===== config.mk =====
export PLATFORM = sky130hd
export DESIGN_NAME = core_mem_arbiter
export DESIGN_NICKNAME = d
export VERILOG_FILES = /design/src/rtl/core_mem_arbiter.sv
export SDC_FILE = /design/constraint.sdc
export NUM_CORES = 1
export LEC_CHECK = 0
export CAP_MARGIN = 10
export CORE_ASPECT_RATIO = 1.5
export CORE_MARGIN = 1.5
export CORE_UTILIZATION = 35
export DETAILED_ROUTE_END_ITERATION = 7
export HOLD_SLACK_MARGIN = 0.12
export PLACE_DENSITY = 0.73
export SLEW_MARGIN = 20
export SYNTH_ARGS = -nofsm -noshare
export SYNTH_HDL_FRONTEND = slang
export SYNTH_SLANG_ARGS = --single-unit

===== constraint.sdc =====
create_clock -name clk -period 1.8 [get_ports clk]
set_input_delay 0.36 -clock clk [delete_from_list [all_inputs] [get_ports clk]]
set_output_delay 0.36 -clock clk [all_outputs]
set_load 0.02 [all_outputs]

===== src/rtl/core_mem_arbiter.sv =====
// Single-port memory arbiter between a core's instruction-fetch and data ports.
// One transaction in flight; data is favoured, but bounded so fetches cannot starve.
module core_mem_arbiter #(
    parameter int unsigned STARVE_LIMIT = 4
) (
    input  logic        clk,
    input  logic        rst,
    input  logic        inst_read,
    input  logic [31:0] inst_addr,
    output logic        inst_resp,
    output logic [31:0] inst_rdata,
    input  logic        data_read,
    input  logic        data_write,
    input  logic [3:0]  data_mbe,
    input  logic [31:0] data_addr,
    input  logic [31:0] data_wdata,
    output logic        data_resp,
    output logic [31:0] data_rdata,
    output logic        mem_read,
    output logic        mem_write,
    output logic [3:0]  mem_mbe,
    output logic [31:0] mem_addr,
    output logic [31:0] mem_wdata,
    input  logic        mem_resp,
    input  logic [31:0] mem_rdata
);

    typedef enum logic [1:0] {IDLE, I_ACCESS, D_ACCESS, DONE} state_t;

    localparam logic [3:0] LIMIT = 4'(STARVE_LIMIT);

    state_t      r_state, w_next;
    logic        w_data_req, w_grant_d, w_grant_i, w_finish;
    logic [3:0]  r_starve;
    logic        r_src_d, r_wr, r_skip;
    logic        r_mem_read, r_mem_write;
    logic [3:0]  r_mbe;
    logic [31:0] r_addr, r_wdata;
    logic        r_inst_resp, r_data_resp;
    logic [31:0] r_inst_rdata, r_data_rdata;

    assign w_data_req = data_read | data_write;

    always_ff @(posedge clk or negedge rst) begin
        if (!rst) r_state <= IDLE;
        else      r_state <= w_next;
    end

    always_comb begin
        w_next    = r_state;
        w_grant_d = 1'b0;
        w_grant_i = 1'b0;
        w_finish  = 1'b0;
        case (r_state)
            IDLE: begin
                if (w_data_req && (!inst_read || r_starve < LIMIT)) begin
                    w_grant_d = 1'b1;
                    w_next    = D_ACCESS;
                end else if (inst_read) begin
                    w_grant_i = 1'b1;
                    w_next    = I_ACCESS;
                end
            end
            I_ACCESS: begin
                if (mem_resp) begin
                    w_finish = 1'b1;
                    w_next   = DONE;
                end
            end
            D_ACCESS: begin
                // zero-enable writes never reach memory and retire on their own
                if (r_skip || mem_resp) begin
                    w_finish = 1'b1;
                    w_next   = DONE;
                end
            end
            DONE:    w_next = IDLE;
            default: w_next = IDLE;
        endcase
    end

    always_ff @(posedge clk or negedge rst) begin
        if (!rst) begin
            r_starve     <= 4'd0;
            r_src_d      <= 1'b0;
            r_wr         <= 1'b0;
            r_skip       <= 1'b0;
            r_mem_read   <= 1'b0;
            r_mem_write  <= 1'b0;
            r_mbe        <= 4'h0;
            r_addr       <= 32'h0;
            r_wdata      <= 32'h0;
            r_inst_resp  <= 1'b0;
            r_data_resp  <= 1'b0;
            r_inst_rdata <= 32'h0;
            r_data_rdata <= 32'h0;
        end else begin
            r_inst_resp <= 1'b0;
            r_data_resp <= 1'b0;
            if (w_grant_d) begin
                r_src_d     <= 1'b1;
                r_wr        <= data_write;
                r_skip      <= data_write && (data_mbe == 4'h0);
                r_addr      <= data_addr & 32'hFFFF_FFFC;
                r_wdata     <= data_write ? data_wdata : 32'h0;
                r_mbe       <= data_write ? data_mbe : 4'hF;
                r_mem_read  <= !data_write;
                r_mem_write <= data_write && (data_mbe != 4'h0);
                if (inst_read)
                    r_starve <= (r_starve >= LIMIT) ? LIMIT : r_starve + 4'd1;
                else
                    r_starve <= 4'd0;
            end
            if (w_grant_i) begin
                r_src_d     <= 1'b0;
                r_wr        <= 1'b0;
                r_skip      <= 1'b0;
                r_addr      <= inst_addr & 32'hFFFF_FFFC;
                r_wdata     <= 32'h0;
                r_mbe       <= 4'hF;
                r_mem_read  <= 1'b1;
                r_mem_write <= 1'b0;
                r_starve    <= 4'd0;
            end
            if (w_finish) begin
                r_mem_read  <= 1'b0;
                r_mem_write <= 1'b0;
                if (r_src_d) begin
                    r_data_resp <= 1'b1;
                    if (!r_wr) r_data_rdata <= mem_rdata;
                end else begin
                    r_inst_resp  <= 1'b1;
                    r_inst_rdata <= mem_rdata;
                end
            end
        end
    end

    assign inst_resp  = r_inst_resp;
    assign inst_rdata = r_inst_rdata;
    assign data_resp  = r_data_resp;
    assign data_rdata = r_data_rdata;
    assign mem_read   = r_mem_read;
    assign mem_write  = r_mem_write;
    assign mem_mbe    = r_mbe;
    assign mem_addr   = r_addr;
    assign mem_wdata  = r_wdata;

endmodule


Word level (Yosys, flattened, before mapping):

Cells that the tools add are included.

* logic and storage cells: 82
* flip-flop bits (word level): 145

* magnitude comparators: 2
* $add $sub $neg: 1
* reductions and logical operators: 15
* bitwise gates (word level): 3
* multiplexer cells: 41
* eq/ne operators: 6

Operators by type and width (number)
* 2-to-1 mux 32 bit: 5
* 2-to-1 mux 4 bit: 7
* 2-to-1 mux 1 bit: 23
* 2-to-1 mux 2 bit: 4
* one-hot mux 2 bit (4 select lines): 1
* AND reduction 3 bit: 2
* adder 4 x 1 -> 4 bit, second input constant: 1
* == test 2 bit, second input constant: 2
* greater-or-equal comparator 4 x 3 -> 1 bit, second input constant: 1
* zero test 4 bit: 1
* less-than comparator 4 x 3 -> 1 bit, second input constant: 1
* inequality test 2 bit, second input constant: 2
* nonzero test 4 bit: 1
* logical AND 1 bit: 3
* inequality test 3 bit, second input constant: 1
* nonzero test 3 bit: 1
* == test 2 x 1 -> 1 bit, second input constant: 1
* zero test 1 bit: 2
* zero test 2 bit: 1
* logical OR 1 bit: 2
* inverter 1 bit: 2
* one-hot mux 1 bit (2 select lines): 1
* AND reduction 2 bit: 1
* nonzero test 2 bit: 1
* bitwise OR 1 bit: 1

Longest topological paths before layout:

Gate-level depths: netlist (run 1).

* depth in word-level cells: 8
* depth in mapped cells: 8
* mapped depth without buffers: 6

Worst setup path before layout (run 1):

No wires, ideal clock.

* path kind: flip-flop to flip-flop
* start point: register r_state[0]
* end point: register r_data_rdata[0], in the netlist data_rdata[0]
* clock period less this slack: 1.840 ns
* path slack: -0.040 ns
* cell stages (with the launch flop): 9
* path buffers: 2
* library setup time: 0.125 ns
* arrival: 1.715 ns
* data required time: 1.675 ns
* cell sequence: dfrtp_1 > inv_1 > ha_1 > nand3_2 > a21oi_2 > nor2b_4 > buf_6 > buf_12 > mux2_4

* longest elaborated chain between the ends: 3
* elaborated cells on any way between the ends: 4

Ends and longest elaborated chain
* from (decl): RTL line 32 `state_t r_state, w_next;`
* from (signal assigned): RTL line 46 `else r_state <= w_next;`
* == test 2 bit / == test 2 x 1 -> 1 bit (equally long branches): RTL line 54 `case (r_state)`
* one-hot mux 1 bit (2 select lines) (*): RTL line 54
* AND reduction 3 bit (no line) (*)
* to (signal assigned): RTL line 130 `if (!r_wr) r_data_rdata <= mem_rdata;`
* to (decl): RTL line 40 `logic [31:0] r_inst_rdata, r_data_rdata;`

Mark *: on every way between the ends. The rest lies on a longest branch, timed or not.
A chain may end at the register's enable or synchronous reset.

Worst setup path in the final report (run 1):

* start point: register r_state[1]
* end point: register r_data_rdata[17], in the netlist data_rdata[17]

The elaborated chain is that of the path after synthesis.

==> impl_metrics.py, run 1 <==
metrics = {
    "run_status": {
        "status": "finished, violations left",
        "violations": "setup timing",
    },
    "sta": {
        "post-route-min-period_ns": 1.91,
        "rsz0062_at_grt": "yes",
        "setup_viol": 64,
        "finalHoldViolations": 0,
        "setup_ws_ns": -0.107,
        "finalSetupTns_ns": -3.42,
        "finClkSkew_ns": 0.00951,
        "fin_crit_sh": 1.06,
        "holdWs_ns": 0.459,
        "maxSlewViolCount": 0,
        "fmax_mhz": 524,
    },
    "route": {
        "routed_wl_microns": 18200,
        "vias": 4617,
        "drt_iter0_markers": 198,
        "drt-vias-per-instance": 4.96,
        "drc": 0,
        "drt_first_pass_iters": 4,
        "wl_per_cell_microns": 19.6,
        "ant_nets": 0,
    },
    "yosys": {
        "avgSynthCellArea_sq_um": 13.9,
        "synthDistinctLibCells": 33,
        "synthCells": 413,
        "yosysSeqAreaShare": 0.626,
        "synth_seq_cells": 143,
        "yosys_most_used_dff": "dfrtp_1",
        "yosys_warnings": 0,
        "synth-async-reset-ratio": 1.00,
        "syn_area_sq_mm": 0.00572,
        "synth_edf_count": 0,
    },
    "floorplanning": {
        "core_sq_mm": 0.0161,
        "rows": 57,
        "dieHeight_microns": 160,
        "ios": 274,
        "start_util": 0.355,
        "die-area_sq_mm": 0.0171,
        "die_w_microns": 107,
    },
    "clock_tree": {
        "insertion_delay_ns": 0.41,
        "cts_max_path_buffers": 2,
        "clkSinkCount": 143,
        "htreeDepth": 4,
        "root_buffer": "clkbuf_16",
        "cts_tree": "built",
        "numCtsBuffers": 17,
        "path_clk_slew_ns": 0.07,
    },
    "global_routing": {
        "grt_pass1_wl_microns": 26100,
        "overflow": 0,
        "antenna_found_initial": 0,
        "track_usage": 0.197,
        "grt_pass1_vias": 4964,
        "grt_max_degree": 45,
    },
    "power_and_ir_drop": {
        "power.share.clock": 0.185,
        "p_leak_nw": 4.54,
        "power_mw": 18.4,
        "internal_power_mw": 11.7,
        "pwr-share-seq": 0.307,
        "p_per_area_mw_per_mm2": 1870,
        "peakVddDrop_v": 0.000909,
        "combPwrFrac": 0.508,
        "p_sw_mw": 6.68,
        "switching_share": 0.363,
    },
    "critical_path": {
        "start_kind": "register",
        "r2r-start": "r_state[1]",
        "cp.required_ns": 2.09,
        "end_kind": "register",
        "reg2reg_depth": 8,
        "worstSetupEndpoint": "data_rdata[17]",
        "arrival_ns": 2.20,
        "crit_fanout": 4,
        "r2r_slack_ns": -0.11,
        "startpoint": "r_state[1]",
        "crit_type": "reg -> reg",
        "timing.rr.end": "data_rdata[17]",
    },
    "placement": {
        "gp_congestion": 0.799,
        "io_buffers": 267,
        "hpwl_microns": 12200,
        "dpl_cell_area_sq_mm": 0.00875,
    },
    "final_layout": {
        "nNetsFinal": 854,
        "final_common_cell": "clkdlybuf4s50_1",
        "finalInstanceArea_sq_mm": 0.00982,
        "n_antenna_cell": 0,
        "utilization": 0.609,
        "layout_common_cells": "246 x clkdlybuf4s50_1, 143 x dfrtp_1, 67 x nand2_1",
        "drive_above_1_share": 0.200,
        "area_growth_pct": 71.6,
    },
    "worst_hold_path": {
        "hold_path.class": "in -> async",
    },
    "flow_run": {
        "max_cap_viol_count": 0,
    },
}
logic make-up after synthesis:
family	Yosys count	share of synthesized area
DFF	143	0.626
AOI/OAI and AO/OA	85	0.118
and+or+nand+nor	84	0.0617
muxes	64	0.146
buffers and inverters	32	0.0400
adders and majority gates	4	0.00875
other	1	0.000656
worst max-delay path, stage by stage (launching register included):
cell       delay (ns)
dfrtp_1          0.36
inv_2            0.06
ha_4             0.29
nand3_4          0.09
a21oi_4          0.16
nor2b_4          0.19
buf_8            0.16
clkbuf_16        0.16
mux2_4           0.31
sequential cells by signal, summed over array words and instances (netlist names):
name        cells
mem_addr       30
r_skip          1
mem_mbe         4
r_state         2
r_starve        4
mem_write       1
data_rdata     32
data_resp       1
r_wr            1
r_src_d         1
mem_wdata      32
mem_read        1
inst_resp       1
inst_rdata     32
timing repair:
| item | in CTS | in global routing |
|---|---|---|
| pin swaps | 1 | 3 |
| endpoints found under the hold margin | 40 | 0 |
| endpoints found under the setup margin | 64 | 81 |
| gates resized for setup | 14 | 59 |
| hold buffers | 1 | 0 |
| buffers inserted | 4 | 5 |
| cloned | 2 | 5 |
area by class of cell:
cell class / instances / area (sq um)
Sequential cell: 143 / 3580
Clock buffer: 17 / 425
Timing Repair Buffer: 306 / 3300
Inverter: 5 / 18.8
Multi-Input combinational cell: 239 / 2090
Fill cell: 1265 / 6300
Clock inverter: 14 / 148
Tap cell: 206 / 258
cells in the mapped netlist, drive strengths merged (3+ instances only):
cell type	count	area (sq um)
ha	4	50.1
nand2	67	251
mux2	64	833
inv	5	18.8
o21ai	5	25.0
a22o	33	289
nor2	6	25.0
clkbuf	4	15.0
a22oi	30	225
a21oi	6	37.5
dfrtp	143	3580
buf	23	195
nand2b	3	18.8
o22a	5	43.8
worst min-delay path by stage:
stage,from,depth (start not counted),end,slack (ns)
floorplan,rst,0,data_rdata[0],0.06
global placement,rst,1,data_rdata[18],0.31
detailed placement,rst,1,data_rdata[21],0.32
CTS,rst,2,data_rdata[21],0.44
global route,mem_addr[4],2,mem_addr[4],0.48
finish,rst,2,data_rdata[21],0.46
power groups by stage:
stage | combinational [mW] | clock [mW] | sequential [mW]
floorplan | 2.88 | 0 | 7.22
global placement | 8.39 | 0 | 5.55
detailed placement | 8.62 | 0 | 5.61
CTS | 8.91 | 3.48 | 5.57
global route | 9.85 | 3.64 | 5.78
finish | 9.33 | 3.41 | 5.63
per-layer routing:
| metal | wire length, microns | share of wire | vias up | GRT usage |
|---|---|---|---|---|
| met5 | 0 | 0 | - | 0 |
| met4 | 589 | 0.032 | 0 | 0.0724 |
| met3 | 1350 | 0.074 | 39 | 0.0622 |
| met2 | 9760 | 0.54 | 229 | 0.357 |
| met1 | 6540 | 0.36 | 2278 | 0.211 |
| li1 | - | - | 2071 | - |
stage by stage:
step           setup WS (ns)  instances
2_1_floorplan         0.0135        414
6_report              -0.107        930
5_1_grt               -0.169        930
3_3_place_gp          -0.255        882
3_5_place_dp          -0.296        882
4_1_cts              -0.0639        920
(Power assumes the default switching activity.)
==> inputs of run 2 (changes only) <==
- clock period: 1.8 -> 1.6 ns (I/O delays scaled with it)
==> run 2 against run 1 <==
  * Clock power up 8.2%
  * Die area unchanged
  * Combinational power down 1%
  * Power up 4.1%
  * Final area down 3.3%
  * Global-route usage down 1.6 points
  * Count of clock-buffer cells in the layout up 1
  * First-iteration DRC count down 30%
  * Non-clock buffer count down 1
  * Sequential power up 11%
  * The run still ends with setup timing left
  * Utilization down 2.0 points
  * Via count down 4.4%
==> impl_metrics.py, run 2 (synthesized netlist as in run 1, its figures left out) <==
metrics = {
    "route": {
        "wl_per_cell_microns": 16.8,
        "drt_iter0_markers": 139,
        "ant_nets": 0,
        "drt_first_pass_iters": 4,
        "routed_wl_microns": 15600,
        "drt-vias-per-instance": 4.75,
        "drc": 0,
        "vias": 4416,
    },
    "floorplanning": {
        "core_sq_mm": 0.0161,
        "die-area_sq_mm": 0.0171,
        "die_w_microns": 107,
        "dieHeight_microns": 160,
        "rows": 57,
        "start_util": 0.355,
        "ios": 274,
    },
    "sta": {
        "fin_crit_sh": 1.18,
        "post-route-min-period_ns": 1.88,
        "rsz0062_at_grt": "yes",
        "maxSlewViolCount": 0,
        "fmax_mhz": 531,
        "finClkSkew_ns": 0.00818,
        "setup_ws_ns": -0.285,
        "finalHoldViolations": 0,
        "setup_viol": 64,
    },
    "clock_tree": {
        "htreeDepth": 4,
        "clkSinkCount": 143,
        "insertion_delay_ns": 0.40,
        "path_clk_slew_ns": 0.06,
        "numCtsBuffers": 17,
        "cts_max_path_buffers": 2,
        "root_buffer": "clkbuf_16",
        "cts_tree": "built",
    },
    "run_status": {
        "status": "finished, violations left",
        "violations": "setup timing",
    },
    "critical_path": {
        "r2r_slack_ns": -0.28,
        "reg2reg_depth": 8,
        "crit_type": "reg -> reg",
        "end_kind": "register",
        "start_kind": "register",
        "slowest_stage": "dfrtp_1",
        "crit_cells": 8,
        "critPathBufInv": 3,
        "slowest_delay_ns": 0.37,
        "crit_family": "flip-flops",
        "cp.required_ns": 1.88,
        "crit_fanout": 8,
        "crit_path_frequent_cell": "buf_12",
        "arrival_ns": 2.17,
        "path_cells": "inv_2 > ha_4 > o211ai_4 > a21oi_4 > nor2b_4 > buf_12 > buf_12 > mux2_4",
    },
    "final_layout": {
        "area_growth_pct": 66.0,
        "nNetsFinal": 853,
        "n_antenna_cell": 0,
        "num-fill-cells": 1375,
        "layout_common_cells": "143 x dfrtp_1, 134 x dlygate4sd2_1, 132 x clkdlybuf4s50_1",
        "drive_above_1_share": 0.203,
        "final_common_cell": "dfrtp_1",
        "utilization": 0.589,
    },
    "global_routing": {
        "overflow": 0,
        "grt_max_degree": 81,
        "antenna_found_initial": 0,
        "track_usage": 0.181,
        "grt_pass1_vias": 4827,
        "grt_pass1_wl_microns": 24400,
    },
    "power_and_ir_drop": {
        "p_per_area_mw_per_mm2": 2020,
        "p_leak_nw": 4.63,
        "power_mw": 19.1,
        "peakVddDrop_v": 0.000819,
    },
    "worst_hold_path": {
        "hold_depth": 2,
        "hold_path.class": "reg -> reg",
    },
    "placement": {
        "hpwl_microns": 11200,
        "io_buffers": 267,
        "gp_congestion": 0.744,
    },
    "flow_run": {
        "max_cap_viol_count": 0,
    },
}
-- run 2: per-layer routing --
metal,track usage,up-vias,routed length [microns]
li1,-,2070,-
met3,0.0438,17,911
met1,0.197,2161,5990
met2,0.339,168,8480
met5,0,-,0
met4,0.0538,0,223
-- run 2: layout make-up --
class,count,area (sq um),share of cell area
tap,206,258,0.0271
multi-input combinational,239,2090,0.220
inverter,5,18.8,0.00198
clock inverter,14,120,0.0126
sequential,143,3580,0.377
timing repair buffer,305,2990,0.315
clock buffer,18,439,0.0463
-- run 2: path summary, 6_finish.rpt --
kind	from	endpoint
setup / recovery	r_state[1]	data_rdata[31]
hold / removal	mem_addr[25]	mem_addr[25]
setup reg to reg	r_state[1]	data_rdata[31]
hold reg to reg	mem_addr[25]	mem_addr[25]
max in group asynchronous	rst	mem_addr[13]
min in group asynchronous	rst	inst_rdata[22]
-- run 2: tightest hold or removal path: cells and delay by family (launching register included) --
kind             cells  cell delay [ns]
AND/OR/NAND/NOR      2             0.10
flip-flops           1             0.33
-- run 2: what timing repair did --
| action | CTS | global route |
|---|---|---|
| setup buffers | 5 | 2 |
| hold buffers | 1 | 0 |
| pin swaps | 3 | 3 |
| gates resized for setup | 151 | 29 |
| cloned | 2 | 1 |
| endpoints found under the hold margin | 143 | 0 |
| endpoints found under the setup margin | 198 | 65 |
-- run 2: metrics by stage --
stage,area (sq um),TNS [ns],worst slack [ns],hold WS [ns],std cells
floorplan,5750,-8.66,-0.165,0.0244,414
global placement,8820,-41.26,-0.458,0.326,888
detailed placement,8820,-48.81,-0.567,0.343,888
CTS,9380,-15.09,-0.280,0.464,928
global route,9500,-19.46,-0.345,0.481,930
finish,9500,-15.92,-0.285,0.459,930
-- run 2: where the power goes --
| group | switching (mW) | internal [mW] | total [mW] |
|---|---|---|---|
| logic | 4.65 | 4.55 | 9.20 |
| clock network | 1.61 | 2.08 | 3.69 |
| registers | 0.937 | 5.30 | 6.24 |
==> inputs of run 3 (changes only) <==
- CORE_UTILIZATION: 35 -> 37
- PLACE_DENSITY: 0.73 -> 0.77
==> run 3 against run 2 <==
  * The run still ends with setup timing left
  * Combinational power fell by 1%
  * Count of clock-buffer cells in the layout rose by 3
  * Via count rose by 1.6%
  * Setup slack got worse by 0.0048 ns
  * Critical endpoint is now data_rdata[28]
  * Largest power group unchanged
==> impl_metrics.py, run 3 (synthesized netlist as in run 1, its figures left out) <==
metrics = {
    "sta": {
        "setup_ws_ns": -0.290,
        "fmax_mhz": 529,
        "fin_crit_sh": 1.18,
        "setup_viol": 64,
        "post-route-min-period_ns": 1.89,
        "finClkSkew_ns": 0.00785,
        "finalHoldViolations": 0,
        "finalSetupTns_ns": -17.16,
        "maxSlewViolCount": 0,
        "rsz0062_at_grt": "yes",
    },
    "critical_path": {
        "crit_type": "reg -> reg",
        "start_kind": "register",
        "crit_fanout": 17,
        "slowest_delay_ns": 0.38,
        "startpoint": "r_state[0]",
        "cp.required_ns": 1.89,
        "crit_family": "flip-flops",
        "end_kind": "register",
        "slowest_stage": "dfrtp_1",
        "arrival_ns": 2.18,
        "critPathBufInv": 2,
        "r2r-start": "r_state[0]",
        "path_cells": "inv_2 > ha_4 > o211ai_4 > a21oi_2 > nor2b_4 > buf_12 > mux2_4",
    },
    "global_routing": {
        "grt_pass1_wl_microns": 25300,
        "grt_max_degree": 48,
        "overflow": 0,
        "grt_pass1_vias": 4879,
        "track_usage": 0.200,
        "antenna_found_initial": 0,
    },
    "route": {
        "drt-vias-per-instance": 4.87,
        "top_layer": "met4",
        "met3WireLength_microns": 864,
        "drc": 0,
        "vias": 4488,
        "wl_met2_microns": 8880,
        "wl_per_cell_microns": 17.6,
        "drt_iter0_markers": 155,
        "routed_wl_microns": 16300,
        "drt_first_pass_iters": 4,
        "m1WireLength_microns": 6090,
        "ant_nets": 0,
    },
    "final_layout": {
        "layout_common_cells": "143 x dfrtp_1, 134 x dlygate4sd2_1, 132 x clkdlybuf4s50_1",
        "regArea_sq_mm": 0.00358,
        "num-fill-cells": 1199,
        "drive_above_1_share": 0.202,
        "instances_no_fill": 922,
        "finalInstanceArea_sq_mm": 0.00955,
        "area_growth_pct": 66.9,
        "multi_input_area_sq_mm": 0.00210,
        "final_common_cell": "dfrtp_1",
        "nNetsFinal": 853,
        "n_antenna_cell": 0,
    },
    "clock_tree": {
        "root_buffer": "clkbuf_16",
        "cts_tree": "built",
        "clkSinkCount": 143,
        "path_clk_slew_ns": 0.06,
        "cts_max_path_buffers": 2,
        "numCtsBuffers": 17,
        "insertion_delay_ns": 0.41,
        "htreeDepth": 4,
    },
    "power_and_ir_drop": {
        "p_leak_nw": 4.65,
        "peakVddDrop_v": 0.000841,
        "power_mw": 19.3,
        "p_per_area_mw_per_mm2": 2020,
    },
    "placement": {
        "io_buffers": 267,
        "dp.cells": 881,
        "gp_congestion": 0.770,
        "hpwl_microns": 11400,
        "dpl_cell_area_sq_mm": 0.00880,
    },
    "run_status": {
        "status": "finished, violations left",
        "violations": "setup timing",
    },
    "floorplanning": {
        "dieHeight_microns": 155,
        "die_w_microns": 105,
        "core_sq_mm": 0.0151,
        "ios": 274,
        "rows": 55,
        "start_util": 0.380,
        "die-area_sq_mm": 0.0162,
    },
    "worst_hold_path": {
        "hold_path.class": "in -> async",
    },
    "flow_run": {
        "max_cap_viol_count": 0,
    },
}
[run 3: cell types whose count changed in the layout (fill, tap and decap cells not counted), sizes merged]
| cell | change |
|---|---|
| clkinv | -1 |
| buf | -2 |
| bufinv | +2 |
| inv | -5 |
| clkbuf | +5 |
[run 3: power by group]
part	leakage, nW	total, mW	switching [mW]	internal, mW
sequential	1.79	6.24	0.940	5.30
combinational	2.58	9.11	4.65	4.46
clock	0.283	3.96	1.52	2.44
[run 3: area by class of cell]
| cell class | instances | area share |
|---|---|---|
| Tap cell | 199 | 0.0261 |
| Multi-Input combinational cell | 239 | 0.220 |
| Inverter | 5 | 0.00197 |
| Timing Repair Buffer | 305 | 0.315 |
| Clock buffer | 21 | 0.0493 |
| Clock inverter | 10 | 0.0132 |
| Sequential cell | 143 | 0.375 |
[run 3: per-stage QoR]
step / setup WS [ns] / utilization / hold slack (ns)
2_1_floorplan: -0.165 / - / 0.0244
3_3_place_gp: -0.454 / 0.584 / 0.273
3_5_place_dp: -0.540 / 0.584 / 0.279
4_1_cts: -0.309 / 0.624 / 0.416
5_1_grt: -0.358 / 0.633 / 0.449
6_report: -0.290 / 0.633 / 0.406
[run 3: timing repair]
item | CTS | global route
pin swaps | 0 | 1
hold endpoints to repair | 39 | 0
setup endpoints to repair | 198 | 69
cloned | 2 | 3
hold buffers | 1 | 0
buffers inserted | 2 | 3
resized for setup | 161 | 19
[run 3: path summary, 6_finish.rpt]
kind                                   to  slack, ns  cells after the start
setup / recovery           data_rdata[28]      -0.29                      7
hold / removal                     r_skip       0.41                      2
setup reg to reg           data_rdata[28]      -0.29                      7
hold reg to reg              mem_addr[25]       0.46                      2
max in group asynchronous   data_rdata[2]       0.60                      3
min in group clk             mem_addr[25]       0.46                      2
[run 3: metal layers]
metal / GRT usage / up-vias
met5: 0 / -
met4: 0.0794 / 0
met3: 0.0549 / 32
met2: 0.370 / 192
met1: 0.214 / 2205
li1: - / 2059
